$ cat src/rtl/fft_frame_sequencer.sv
// fft_frame_sequencer: frame-level controller for an in-place FFT core.
// Loads POINTS offset-binary ADC samples per frame as signed complex input,
// triggers the result read once the transform is done, and re-emits the
// result as indexed spectral bins. Counts dropped samples and flags core stalls.
module fft_frame_sequencer #(
  parameter int unsigned POINTS   = 256,
  parameter int unsigned WIDTH    = 18,
  parameter int unsigned ADC_BITS = 12,
  parameter int unsigned TIMEOUT  = 4095
) (
  input  logic                       CLK,
  input  logic                       NGRST,
  input  logic                       ENABLE,
  input  logic [ADC_BITS-1:0]        ADC_DATA,
  input  logic                       ADC_VALID,
  input  logic                       FFT_BUF_READY,
  output logic [WIDTH-1:0]           FFT_DATAI_RE,
  output logic [WIDTH-1:0]           FFT_DATAI_IM,
  output logic                       FFT_DATAI_VALID,
  input  logic                       FFT_OUTP_READY,
  output logic                       FFT_READ_OUTP,
  input  logic [WIDTH-1:0]           FFT_DATAO_RE,
  input  logic [WIDTH-1:0]           FFT_DATAO_IM,
  input  logic                       FFT_DATAO_VALID,
  output logic [WIDTH-1:0]           BIN_RE,
  output logic [WIDTH-1:0]           BIN_IM,
  output logic [$clog2(POINTS)-1:0]  BIN_IDX,
  output logic                       BIN_VALID,
  output logic                       FRAME_DONE,
  output logic                       BUSY,
  output logic [7:0]                 DROP_CNT,
  output logic                       ERR_TIMEOUT
);

  localparam int unsigned IDX_W  = $clog2(POINTS);
  localparam int unsigned IDLE_W = $clog2(TIMEOUT + 1);

  localparam logic [IDX_W-1:0]    LAST_IDX   = IDX_W'(POINTS - 1);
  localparam logic [IDLE_W-1:0]   IDLE_LIMIT = IDLE_W'(TIMEOUT);
  localparam logic [ADC_BITS-1:0] ADC_MSB    = ADC_BITS'(1) << (ADC_BITS - 1);

  typedef enum logic [2:0] {
    S_IDLE,
    S_LOAD,
    S_WAIT_OUT,
    S_READ,
    S_UNLOAD
  } state_e;

  state_e               state_q,       state_d;
  logic [IDX_W-1:0]     sample_cnt_q,  sample_cnt_d;
  logic [IDX_W-1:0]     bin_cnt_q,     bin_cnt_d;
  logic [IDLE_W-1:0]    idle_cnt_q,    idle_cnt_d;
  logic [7:0]           drop_cnt_q,    drop_cnt_d;
  logic                 err_q,         err_d;
  logic [WIDTH-1:0]     datai_re_q,    datai_re_d;
  logic                 datai_valid_q, datai_valid_d;
  logic                 read_outp_q,   read_outp_d;
  logic [WIDTH-1:0]     bin_re_q,      bin_re_d;
  logic [WIDTH-1:0]     bin_im_q,      bin_im_d;
  logic [IDX_W-1:0]     bin_idx_q,     bin_idx_d;
  logic                 bin_valid_q,   bin_valid_d;
  logic                 frame_done_q,  frame_done_d;

  // Offset-binary to two's complement is just an MSB flip; the cast then
  // sign-extends to the core width.
  logic signed [ADC_BITS-1:0] adc_signed;
  logic [IDLE_W-1:0]          idle_inc;

  assign adc_signed = ADC_DATA ^ ADC_MSB;
  assign idle_inc   = idle_cnt_q + 1'b1;

  // Next-state and next-output computation for the frame FSM.
  always_comb begin
    state_d       = state_q;
    sample_cnt_d  = sample_cnt_q;
    bin_cnt_d     = bin_cnt_q;
    idle_cnt_d    = idle_cnt_q;
    drop_cnt_d    = drop_cnt_q;
    err_d         = err_q;
    datai_re_d    = datai_re_q;
    datai_valid_d = 1'b0;
    read_outp_d   = 1'b0;
    bin_re_d      = bin_re_q;
    bin_im_d      = bin_im_q;
    bin_idx_d     = bin_idx_q;
    bin_valid_d   = 1'b0;
    frame_done_d  = 1'b0;

    case (state_q)
      S_IDLE: begin
        // A new run clears the host-visible status along with the counters.
        if (ENABLE) begin
          state_d      = S_LOAD;
          sample_cnt_d = '0;
          bin_cnt_d    = '0;
          idle_cnt_d   = '0;
          drop_cnt_d   = '0;
          err_d        = 1'b0;
        end
      end

      S_LOAD: begin
        if (ADC_VALID) begin
          if (FFT_BUF_READY) begin
            datai_valid_d = 1'b1;
            datai_re_d    = WIDTH'(adc_signed);
            sample_cnt_d  = sample_cnt_q + 1'b1;
            if (sample_cnt_q == LAST_IDX) begin
              state_d    = S_WAIT_OUT;
              idle_cnt_d = '0;
            end
          end else if (drop_cnt_q != 8'hFF) begin
            drop_cnt_d = drop_cnt_q + 8'd1;
          end
        end
      end

      S_WAIT_OUT: begin
        if (FFT_OUTP_READY) begin
          state_d     = S_READ;
          idle_cnt_d  = '0;
          read_outp_d = 1'b1;
        end else if (idle_inc == IDLE_LIMIT) begin
          state_d    = S_IDLE;
          idle_cnt_d = '0;
          err_d      = 1'b1;
        end else begin
          idle_cnt_d = idle_inc;
        end
      end

      S_READ: begin
        // The read-start pulse is already on the output during this state.
        state_d    = S_UNLOAD;
        idle_cnt_d = '0;
      end

      S_UNLOAD: begin
        if (FFT_DATAO_VALID) begin
          bin_valid_d = 1'b1;
          bin_re_d    = FFT_DATAO_RE;
          bin_im_d    = FFT_DATAO_IM;
          bin_idx_d   = bin_cnt_q;
          bin_cnt_d   = bin_cnt_q + 1'b1;
          idle_cnt_d  = '0;
          if (bin_cnt_q == LAST_IDX) begin
            frame_done_d = 1'b1;
            if (ENABLE) begin
              // Back-to-back frame: status is kept, only frame counters restart.
              state_d      = S_LOAD;
              sample_cnt_d = '0;
              bin_cnt_d    = '0;
            end else begin
              state_d = S_IDLE;
            end
          end
        end else if (idle_inc == IDLE_LIMIT) begin
          state_d    = S_IDLE;
          idle_cnt_d = '0;
          err_d      = 1'b1;
        end else begin
          idle_cnt_d = idle_inc;
        end
      end

      default: begin
        state_d = S_IDLE;
      end
    endcase
  end

  // State, counters and registered outputs; async reset returns to IDLE.
  always_ff @(posedge CLK or negedge NGRST) begin
    if (!NGRST) begin
      state_q       <= S_IDLE;
      sample_cnt_q  <= '0;
      bin_cnt_q     <= '0;
      idle_cnt_q    <= '0;
      drop_cnt_q    <= '0;
      err_q         <= 1'b0;
      datai_re_q    <= '0;
      datai_valid_q <= 1'b0;
      read_outp_q   <= 1'b0;
      bin_re_q      <= '0;
      bin_im_q      <= '0;
      bin_idx_q     <= '0;
      bin_valid_q   <= 1'b0;
      frame_done_q  <= 1'b0;
    end else begin
      state_q       <= state_d;
      sample_cnt_q  <= sample_cnt_d;
      bin_cnt_q     <= bin_cnt_d;
      idle_cnt_q    <= idle_cnt_d;
      drop_cnt_q    <= drop_cnt_d;
      err_q         <= err_d;
      datai_re_q    <= datai_re_d;
      datai_valid_q <= datai_valid_d;
      read_outp_q   <= read_outp_d;
      bin_re_q      <= bin_re_d;
      bin_im_q      <= bin_im_d;
      bin_idx_q     <= bin_idx_d;
      bin_valid_q   <= bin_valid_d;
      frame_done_q  <= frame_done_d;
    end
  end

  assign FFT_DATAI_RE    = datai_re_q;
  assign FFT_DATAI_IM    = '0;
  assign FFT_DATAI_VALID = datai_valid_q;
  assign FFT_READ_OUTP   = read_outp_q;
  assign BIN_RE          = bin_re_q;
  assign BIN_IM          = bin_im_q;
  assign BIN_IDX         = bin_idx_q;
  assign BIN_VALID       = bin_valid_q;
  assign FRAME_DONE      = frame_done_q;
  assign BUSY            = (state_q != S_IDLE);
  assign DROP_CNT        = drop_cnt_q;
  assign ERR_TIMEOUT     = err_q;

endmodule

$ cat config.mk
export PLATFORM = sky130hd
export DESIGN_NAME = fft_frame_sequencer
export DESIGN_NICKNAME = d
export VERILOG_FILES = /design/src/rtl/fft_frame_sequencer.sv
export SDC_FILE = /design/constraint.sdc
export NUM_CORES = 1
export LEC_CHECK = 0
export ABC_AREA = 1
export BUFFER_PORTS_ARGS = -buffer_cell sky130_fd_sc_hd__buf_2
export CORE_ASPECT_RATIO = 1.2
export CORE_UTILIZATION = 48
export DETAILED_ROUTE_END_ITERATION = 12
export GPL_TIMING_DRIVEN = 1
export HOLD_SLACK_MARGIN = 0.12
export PLACE_DENSITY = 0.76
export RECOVER_POWER = 100
export SLEW_MARGIN = 20
export SYNTH_ARGS = -nofsm -noshare
export SYNTH_HDL_FRONTEND = slang
export SYNTH_SLANG_ARGS = --single-unit
$ cat constraint.sdc
create_clock -name CLK -period 3.12 [get_ports CLK]
set_clock_uncertainty 0.15 [all_clocks]
set_input_delay 0.312 -clock CLK [delete_from_list [all_inputs] [get_ports CLK]]
set_output_delay 0.312 -clock CLK [all_outputs]
set_load 0.05 [all_outputs]
==> results of run 1 <==
[kinds of logic (layout without fill, tap and decap cells)]
group | count (synthesis) | after routing | share of synthesized area
fa+ha+maj | 5 | 5 | 0.0128
other cells | 1 | 18 | 0.000769
simple gates | 341 | 341 | 0.296
flops | 100 | 100 | 0.513
xor+xnor | 7 | 7 | 0.0126
compound gates | 58 | 58 | 0.0754
buf+inv | 87 | 248 | 0.0893
[layer usage]
layer / global-route usage / part of all wire / vias up
met3: 0.0420 / 0.055 / 29
met2: 0.417 / 0.51 / 156
met4: 0.123 / 0.025 / 0
li1: - / - / 2190
met1: 0.302 / 0.41 / 2075
met5: 0 / 0 / -
[per-stage QoR]
step,setup slack (ps),hold slack (ps)
after detailed placement,875,255
after CTS,861,203
after floorplan,1180,-134
after global routing,448,217
final,658,205
after global placement,985,252
[cell usage after synthesis]
| cell type | number |
|---|---|
| nand2_1 | 249 |
| and3_1 | 1 |
| nor2_2 | 9 |
| dfrtp_1 | 100 |
| a311oi_1 | 1 |
| inv_4 | 1 |
| nand2_2 | 2 |
| buf_6 | 1 |
| xnor2_1 | 1 |
| nor2_4 | 4 |
| nor3_1 | 6 |
| nand3_1 | 28 |
| inv_1 | 40 |
| o31ai_1 | 3 |
| a21oi_4 | 1 |
| nand3_2 | 2 |
| conb_1 | 1 |
| o21ai_0 | 15 |
| nand3_4 | 1 |
| nand2_4 | 3 |
| a31oi_1 | 1 |
| ha_1 | 5 |
| nand4_1 | 5 |
| clkbuf_1 | 6 |
| a22o_1 | 1 |
| o22ai_1 | 1 |
| buf_2 | 4 |
| o31ai_2 | 3 |
| o21ai_2 | 7 |
| inv_2 | 8 |
| a21oi_1 | 15 |
| xor2_1 | 6 |
| nor2_1 | 31 |
| buf_1 | 1 |
| clkinv_1 | 1 |
| buf_4 | 25 |
| o21ai_1 | 10 |
[worst paths after layout]
| path | to |
|---|---|
| max | sample_cnt_q[4] |
| min | FFT_DATAI_VALID |
| max reg2reg | sample_cnt_q[4] |
| min reg2reg | FFT_DATAI_RE[1] |
| max in group asynchronous | BIN_IDX[0] |
| min in group asynchronous | sample_cnt_q[5] |
[worst register-to-register path: stages (launching register included)]
cell	delay, ps
dfrtp_1	400
nor2_1	230
nand2_4	150
nor2_4	290
inv_1	310
a21oi_4	240
nand2_2	170
nor2_1	210
nand2_1	90
nand2_1	60
nor2_1	50
[layout make-up]
class / count / area share
Clock buffer: 10 / 0.0387
Clock inverter: 5 / 0.0138
Inverter: 50 / 0.0306
Multi-Input combinational cell: 429 / 0.310
Sequential cell: 100 / 0.405
Tap cell: 123 / 0.0249
Timing Repair Buffer: 183 / 0.177
[state kept, by name (all words and copies together), names as in the netlist, 3 cells and up]
register	count
FFT_DATAI_RE	12
idle_cnt_q	12
state_q	3
bin_cnt_q	8
DROP_CNT	8
BIN_IM	18
sample_cnt_q	8
BIN_RE	18
BIN_IDX	8
[report_power, final]
group | switching (mW) | internal, mW | total (mW) | leakage (nW)
logic | 2.24 | 0.502 | 2.74 | 1.55
clock network | 0.484 | 0.726 | 1.21 | 0.160
registers | 0.259 | 1.67 | 1.93 | 1.32
total | 2.98 | 2.90 | 5.89 | 3.03
==> results.sh, run 1 <==
export IMPL_run_status="complete, no violations"
export IMPL_die_h_um=112
export IMPL_final_max_slew_viol_count=0
export IMPL_synthesis_area_um2=4880
export IMPL_r2r_slack_ps=660
export IMPL_postCtsHoldBufs=50
export IMPL_synth_cell_types=37
export IMPL_cts_sinks=100
export IMPL_fin_nets=833
export IMPL_setup_viol=0
export IMPL_grt_util_all_layers=0.247
export IMPL_critPathKind="reg2reg"
export IMPL_cpMostUsedCell="nor2_1"
export IMPL_required_ps=3200
export IMPL_finalHoldViolCount=0
export IMPL_rows=39
export IMPL_cp_arrival_ps=2540
export IMPL_postCtsSetupBuffers=0
export IMPL_fin_area_um2=6180
export IMPL_ir_worst_vdd_mv=0.635
export IMPL_post_drt_wl_per_cell_um=13.6
export IMPL_place_area_um2=5540
export IMPL_vias=4450
export IMPL_final_cell_mix="nand2_1 (251), dfrtp_1 (100), clkbuf_1 (76), buf_2 (53), dlygate4sd3_1 (50)"
export IMPL_post_route_min_period_ps=2460
export IMPL_tightest_slew_ps=1320
export IMPL_grt_max_degree=54
export IMPL_first_iter_violations=295
export IMPL_cts_htree_levels=3
export IMPL_n_antenna_cell=0
export IMPL_cts_tree="done"
export IMPL_via_per_inst=4.94
export IMPL_rsz0062_at_grt="no"
export IMPL_worstHoldStart="FFT_BUF_READY"
export IMPL_crit_buf_inv=1
export IMPL_first_pass_iters=6
export IMPL_cts_resized=0
export IMPL_drc=0
export IMPL_cp_start_kind="flop"
export IMPL_cp_slowest_cell="dfrtp_1"
export IMPL_tns_ps=0
export IMPL_cts_buffers=9
export IMPL_drive_above_1_share=0.117
export IMPL_seq_area_um2=2500
export IMPL_dp_cells=835
export IMPL_antenna_found_initial=0
export IMPL_slowest_delay_ps=400
export IMPL_insertion_delay_ps=340
export IMPL_cp_end_kind="flop"
export IMPL_die_area_um2=10600
export IMPL_netlist_instances=599
export IMPL_grt_pass1_wl_um=20100
export IMPL_num_fill_cells=816
export IMPL_ys_top_cells_by_area="dfrtp_1 (51%), nand2_1 (19%), buf_4 (3.8%)"
export IMPL_ys_seq_area_frac=0.513
export IMPL_synth_top_area_cell="dfrtp_1"
export IMPL_ctsLongestPathBuffers=2
export IMPL_wl_um=12200
export IMPL_power_total_mw=5.89
export IMPL_crit_fanout=15
export IMPL_syn_area_per_cell_um2=8.14
export IMPL_fmax_mhz=406
export IMPL_hpwlAfterDp_um=8170
export IMPL_cts_root_buf="clkbuf_16"
export IMPL_crit_path_cell_trace="nor2_1 -> nand2_4 -> nor2_4 -> inv_1 -> a21oi_4 -> nand2_2 -> nor2_1 -> nand2_1 -> nand2_1 -> nor2_1"
export IMPL_path_clk_slew_ps=60
export IMPL_reg2reg_from="state_q[1]"
export IMPL_min_path_type="in2reg"
export IMPL_die_x_um=94.0
export IMPL_p_per_area_nw_per_um2=953
export IMPL_setup_worst_path_start="state_q[1]"
export IMPL_rr_worst_depth=10
export IMPL_gr_total_overflow=0
export IMPL_syn2layout_area_growth_pct=26.7
export IMPL_io_pins=149
export IMPL_synth_top_area_frac=0.513
export IMPL_coreArea_um2=9710
export IMPL_synth_seq_cells=100
export IMPL_yosysWarnings=0
export IMPL_max_slew_margin=0.117
export IMPL_start_util=0.502
export IMPL_min_path_cells=3
export IMPL_routabilityCongestion=0.874
export IMPL_grt_pass1_vias=4369
export IMPL_cp_num_cells=10
export IMPL_multiInputGateArea_um2=1920
export IMPL_p_leak_nw=3.03
export IMPL_layout_commonest_cell="nand2_1"
export IMPL_cap_viol_max_count=0
export IMPL_period_share=0.789
export IMPL_crit_family="simple AND/OR/NAND/NOR gates"
export IMPL_instances_no_fill=900
export IMPL_antenna_left=0
export IMPL_postLayoutCoreUtil=0.636
export IMPL_port_buffers=130
Power figures use the tool's default switching activity.
==> inputs of run 2 (changes only) <==
==> constraint.sdc (replaced) <==
create_clock -name CLK -period 2.55 [get_ports CLK]
set_clock_uncertainty 0.15 [all_clocks]
set_input_delay 0.255 -clock CLK [delete_from_list [all_inputs] [get_ports CLK]]
set_output_delay 0.255 -clock CLK [all_outputs]
set_load 0.05 [all_outputs]
==> run 2 against run 1 <==
Against the previous run: final cell count increased by 0.22%; non-clock buffer count rose by 2; global-route usage shrank 0.50 points; largest power group unchanged; highest routed layer unchanged.
==> results.sh, run 2 (synthesis gave the netlist of run 1 again) <==
export IMPL_cts_htree_levels=3
export IMPL_cts_buffers=9
export IMPL_die_h_um=112
export IMPL_die_area_um2=10600
export IMPL_drc=0
export IMPL_fin_nets=835
export IMPL_die_x_um=94.0
export IMPL_first_pass_iters=5
export IMPL_n_antenna_cell=0
export IMPL_setup_viol=0
export IMPL_first_iter_violations=285
export IMPL_max_slew_margin=0.267
export IMPL_tns_ps=0
export IMPL_cts_tree="done"
export IMPL_finalHoldViolCount=0
export IMPL_grt_util_all_layers=0.242
export IMPL_io_pins=149
export IMPL_fmax_mhz=456
export IMPL_num_fill_cells=883
export IMPL_period_share=0.861
export IMPL_instances_no_fill=902
export IMPL_final_cell_mix="nand2_1 (251), dfrtp_1 (100), clkbuf_1 (76), buf_2 (54), dlygate4sd3_1 (51)"
export IMPL_postLayoutSetupSlackWorst_ps=355
export IMPL_min_path_type="in2reg"
export IMPL_grt_pass1_wl_um=19800
export IMPL_path_clk_slew_ps=70
export IMPL_layout_commonest_cell="nand2_1"
export IMPL_drive_above_1_share=0.126
export IMPL_dp_cells=836
export IMPL_post_drt_wl_per_cell_um=13.4
export IMPL_p_leak_nw=3.00
export IMPL_rsz0062_at_grt="no"
export IMPL_postLayoutCoreUtil=0.635
export IMPL_port_buffers=130
export IMPL_p_seq_frac=0.336
export IMPL_run_status="complete, no violations"
export IMPL_ir_worst_vdd_mv=0.755
export IMPL_routabilityCongestion=0.882
export IMPL_p_per_area_nw_per_um2=1130
export IMPL_critPathKind="reg2reg"
export IMPL_antenna_left=0
export IMPL_insertion_delay_ps=350
export IMPL_antenna_found_initial=0
export IMPL_cap_viol_max_count=0
export IMPL_cts_sinks=100
export IMPL_grt_max_degree=56
export IMPL_postCtsHoldBufs=51
export IMPL_netSwitchingFraction=0.520
export IMPL_cts_root_buf="clkbuf_16"
export IMPL_p_sw_mw=3.64
export IMPL_final_max_slew_viol_count=0
export IMPL_start_util=0.502
export IMPL_syn2layout_area_growth_pct=26.4
export IMPL_coreArea_um2=9710
export IMPL_power_frac_comb=0.480
export IMPL_post_place_ws_ps=529
export IMPL_cp_arrival_ps=2300
export IMPL_hpwlAfterDp_um=8110
export IMPL_postCtsSetupBuffers=0
export IMPL_internal_power_mw=3.35
export IMPL_tightest_slew_ps=1100
export IMPL_cp_end_kind="flop"
export IMPL_crit_fanout=14
export IMPL_vias=4508
export IMPL_clockPowerShare=0.184
export IMPL_post_route_min_period_ps=2190
export IMPL_grt_pass1_vias=4386
export IMPL_cp_start_kind="flop"
export IMPL_required_ps=2650
export IMPL_via_per_inst=5.00
export IMPL_cts_resized=0
export IMPL_ctsLongestPathBuffers=2
export IMPL_gr_total_overflow=0
export IMPL_wl_um=12100
export IMPL_rows=39
==> run 2: final cells by class <==
cell class | instances | area [um2] | share of cell area
Timing Repair Buffer | 185 | 1110 | 0.179
Multi-Input combinational cell | 429 | 1940 | 0.314
Tap cell | 123 | 154 | 0.0250
Clock buffer | 10 | 239 | 0.0388
Sequential cell | 100 | 2500 | 0.406
Inverter | 50 | 190 | 0.0309
Clock inverter | 5 | 36.3 | 0.00589
==> run 2: worst max-delay path, cell delays in order, from the launching register on <==
cell and delay (ps):
dfrtp_1 450, nor2_1 320, nand2_1 190, inv_2 130
nand2_4 60, inv_2 200, nor2_1 120, inv_4 120
nand3_1 100, nand2_1 110, nand2_1 60, nand2_1 50
inv_1 30
==> run 2: worst paths after layout <==
| path | from | end | slack [ps] | cells past startpoint |
|---|---|---|---|---|
| worst max-delay path | state_q[0] | bin_cnt_q[7] | 360 | 12 |
| min in group asynchronous | NGRST | FFT_DATAI_RE[1] | 510 | 2 |
| worst max register to register | state_q[0] | bin_cnt_q[7] | 360 | 12 |
| worst min register to register | BIN_IM[5] | BIN_IM[5] | 330 | 2 |
| max in group asynchronous | NGRST | BIN_IM[4] | 900 | 3 |
| worst min-delay path | ENABLE | bin_cnt_q[2] | 180 | 4 |
==> run 2: per-stage QoR <==
stage                     power [mW]  area, um2  hold slack [ps]
final                           6.99       6160              181
after global routing            7.38       6160              179
after CTS                       7.18       6330              147
after detailed placement        5.83       5550              143
after global placement          5.76       5550              139
after floorplan                 5.10       4940             -191
==> run 2: power by group through the flow <==
| stage | sequential (mW) | clock (mW) | combinational, mW |
|---|---|---|---|
| final | 2.35 | 1.28 | 3.35 |
| after global routing | 2.41 | 1.38 | 3.59 |
| after CTS | 2.34 | 1.31 | 3.54 |
| after detailed placement | 2.36 | 0 | 3.47 |
| after global placement | 2.34 | 0 | 3.42 |
| after floorplan | 3.75 | 0 | 1.35 |
==> run 2: per-layer routing <==
layer	vias to the layer above	share of wire	GRT usage
met5	-	0	0
met4	0	0.028	0.115
met3	30	0.045	0.0379
met2	151	0.53	0.432
met1	2147	0.40	0.279
li1	2180	-	-
==> inputs of run 3 (changes only) <==
--- a/config.mk
+++ b/config.mk
@@ -12,7 +12,7 @@
 export DETAILED_ROUTE_END_ITERATION = 12
 export GPL_TIMING_DRIVEN = 1
 export HOLD_SLACK_MARGIN = 0.12
-export PLACE_DENSITY = 0.76
+export PLACE_DENSITY = 0.79
 export RECOVER_POWER = 100
 export SLEW_MARGIN = 20
 export SYNTH_ARGS = -nofsm -noshare
==> constraint.sdc (replaced) <==
create_clock -name CLK -period 2.7 [get_ports CLK]
set_clock_uncertainty 0.15 [all_clocks]
set_input_delay 0.27 -clock CLK [delete_from_list [all_inputs] [get_ports CLK]]
set_output_delay 0.27 -clock CLK [all_outputs]
set_load 0.02 [all_outputs]
==> run 3 against run 2 <==
Against the previous run: sequential share of layout area down 0.22 points; die area unchanged; register-to-register slack about the same; final cell count up 0.11%; combinational power down 35%; sequential cell count unchanged; worst hold slack worse by 31 ps; global-route usage up 1.4 points.
==> results.sh, run 3 (synthesis gave the netlist of run 1 again) <==
export IMPL_run_status="complete, no violations"
export IMPL_cp_slowest_cell="dfrtp_1"
export IMPL_crit_fanout=15
export IMPL_instances_no_fill=903
export IMPL_vias=4497
export IMPL_hpwlAfterDp_um=8240
export IMPL_dp_cells=836
export IMPL_die_area_um2=10600
export IMPL_cpMostUsedCell="nor2_1"
export IMPL_first_iter_violations=307
export IMPL_min_path_type="in2reg"
export IMPL_ir_worst_vdd_mv=0.616
export IMPL_ctsLongestPathBuffers=2
export IMPL_crit_buf_inv=1
export IMPL_finalHoldViolCount=0
export IMPL_grt_pass1_wl_um=20800
export IMPL_grt_util_all_layers=0.256
export IMPL_fmax_mhz=425
export IMPL_die_h_um=112
export IMPL_first_pass_iters=7
export IMPL_num_fill_cells=840
export IMPL_antenna_found_initial=1
export IMPL_die_x_um=94.0
export IMPL_cts_buffers=9
export IMPL_period_share=0.870
export IMPL_rsz0062_at_grt="no"
export IMPL_postCtsSetupBuffers=0
export IMPL_post_drt_wl_per_cell_um=14.0
export IMPL_io_pins=149
export IMPL_final_cell_mix="nand2_1 (250), dfrtp_1 (100), clkbuf_1 (77), buf_2 (54), dlygate4sd3_1 (50)"
export IMPL_rows=39
export IMPL_cts_tree="done"
export IMPL_via_per_inst=4.98
export IMPL_cts_resized=0
export IMPL_cts_sinks=100
export IMPL_syn2layout_area_growth_pct=27.1
export IMPL_grt_pass1_vias=4489
export IMPL_slowest_delay_ps=410
export IMPL_routabilityCongestion=0.892
export IMPL_drc=0
export IMPL_drive_above_1_share=0.130
export IMPL_grt_busiest_layer="met2"
export IMPL_crit_path_cell_trace="nor2_1 -> nand2_4 -> nor2_4 -> inv_2 -> a21oi_4 -> nand2_2 -> nor2_1 -> nand2_1 -> nand2_1 -> nor2_1"
export IMPL_grt_use_met3=0.0528
export IMPL_power_total_mw=5.70
export IMPL_path_clk_slew_ps=70
export IMPL_coreArea_um2=9710
export IMPL_port_buffers=130
export IMPL_required_ps=2790
export IMPL_tightest_slew_ps=1280
export IMPL_cts_htree_levels=3
export IMPL_critPathKind="reg2reg"
export IMPL_gr_total_overflow=0
export IMPL_use_met1=0.297
export IMPL_grtUsageMet2=0.423
export IMPL_cp_arrival_ps=2440
export IMPL_start_util=0.502
export IMPL_cts_root_buf="clkbuf_16"
export IMPL_p_per_area_nw_per_um2=919
export IMPL_fin_nets=834
export IMPL_p_leak_nw=3.03
export IMPL_postLayoutCoreUtil=0.638
export IMPL_setup_viol=0
export IMPL_insertion_delay_ps=340
export IMPL_layout_commonest_cell="nand2_1"
export IMPL_cp_end_kind="flop"
export IMPL_tns_ps=0
export IMPL_final_max_slew_viol_count=0
export IMPL_cp_start_kind="flop"
export IMPL_grt_max_degree=51
export IMPL_antenna_left=0
export IMPL_max_slew_margin=0.148
export IMPL_cap_viol_max_count=0
export IMPL_crit_family="simple AND/OR/NAND/NOR gates"
export IMPL_wl_um=12600
export IMPL_post_route_min_period_ps=2350
run 3: changes by cell type in the layout (fill, tap and decap cells not counted), sizes merged:
cell,change
clkinv,+2
clkinvlp,-2
bufinv,+1
clkbuf,+1
diode,+1
dlygate4sd3,-1
inv,-1
run 3: report_power, final:
group          internal [mW]  switching, mW  leakage, nW  total (mW)
Combinational          0.594           1.59         1.57        2.19
Clock                  0.723          0.554        0.140        1.28
Sequential              1.93          0.300         1.32        2.23
run 3: area by class of cell:
| class | count | area [um2] | area share |
|---|---|---|---|
| timing repair buffer | 184 | 1100 | 0.177 |
| tap | 123 | 154 | 0.0248 |
| inverter | 50 | 190 | 0.0307 |
| clock inverter | 5 | 60.1 | 0.00969 |
| sequential | 100 | 2500 | 0.404 |
| clock buffer | 11 | 233 | 0.0376 |
| antenna | 1 | 2.50 | 0.000404 |
| multi-input combinational | 429 | 1960 | 0.316 |
run 3: routing by layer:
metal | share of wire | vias up
li1 | - | 2193
met1 | 0.39 | 2097
met2 | 0.52 | 152
met3 | 0.040 | 55
met4 | 0.052 | 0
met5 | 0 | -
run 3: metrics by stage:
| step | hold slack, ps | worst slack [ps] | cell area [um2] |
|---|---|---|---|
| final | 150 | 350 | 6200 |
| after global routing | 159 | 112 | 6200 |
| after CTS | 135 | 439 | 6340 |
| after detailed placement | 197 | 442 | 5550 |
| after global placement | 183 | 540 | 5550 |
| after floorplan | -176 | 877 | 4940 |
run 3: worst paths after layout:
| check | startpoint | end | slack (ps) | cells past startpoint |
|---|---|---|---|---|
| worst max register to register | state_q[1] | sample_cnt_q[4] | 350 | 10 |
| worst min-delay path | FFT_BUF_READY | FFT_DATAI_VALID | 150 | 3 |
| worst max-delay path | state_q[1] | sample_cnt_q[4] | 350 | 10 |
| min in group asynchronous | NGRST | idle_cnt_q[8] | 600 | 2 |
| worst min register to register | BIN_RE[16] | BIN_RE[16] | 330 | 2 |
| max in group asynchronous | NGRST | BIN_RE[15] | 770 | 3 |
run 3: worst reg2reg max path, stage by stage (launching register included):
cell and delay (ps):
dfrtp_1 410, nor2_1 230, nand2_4 140, nor2_4 320, inv_2 220, a21oi_4 190, nand2_2 170, nor2_1 220
nand2_1 70, nand2_1 70, nor2_1 50
run 3: timing repair:
item | in CTS | in global routing
hold buffers | 50 | 0
hold endpoints to repair | 97 | 0
endpoints found under the setup margin | 0 | 0
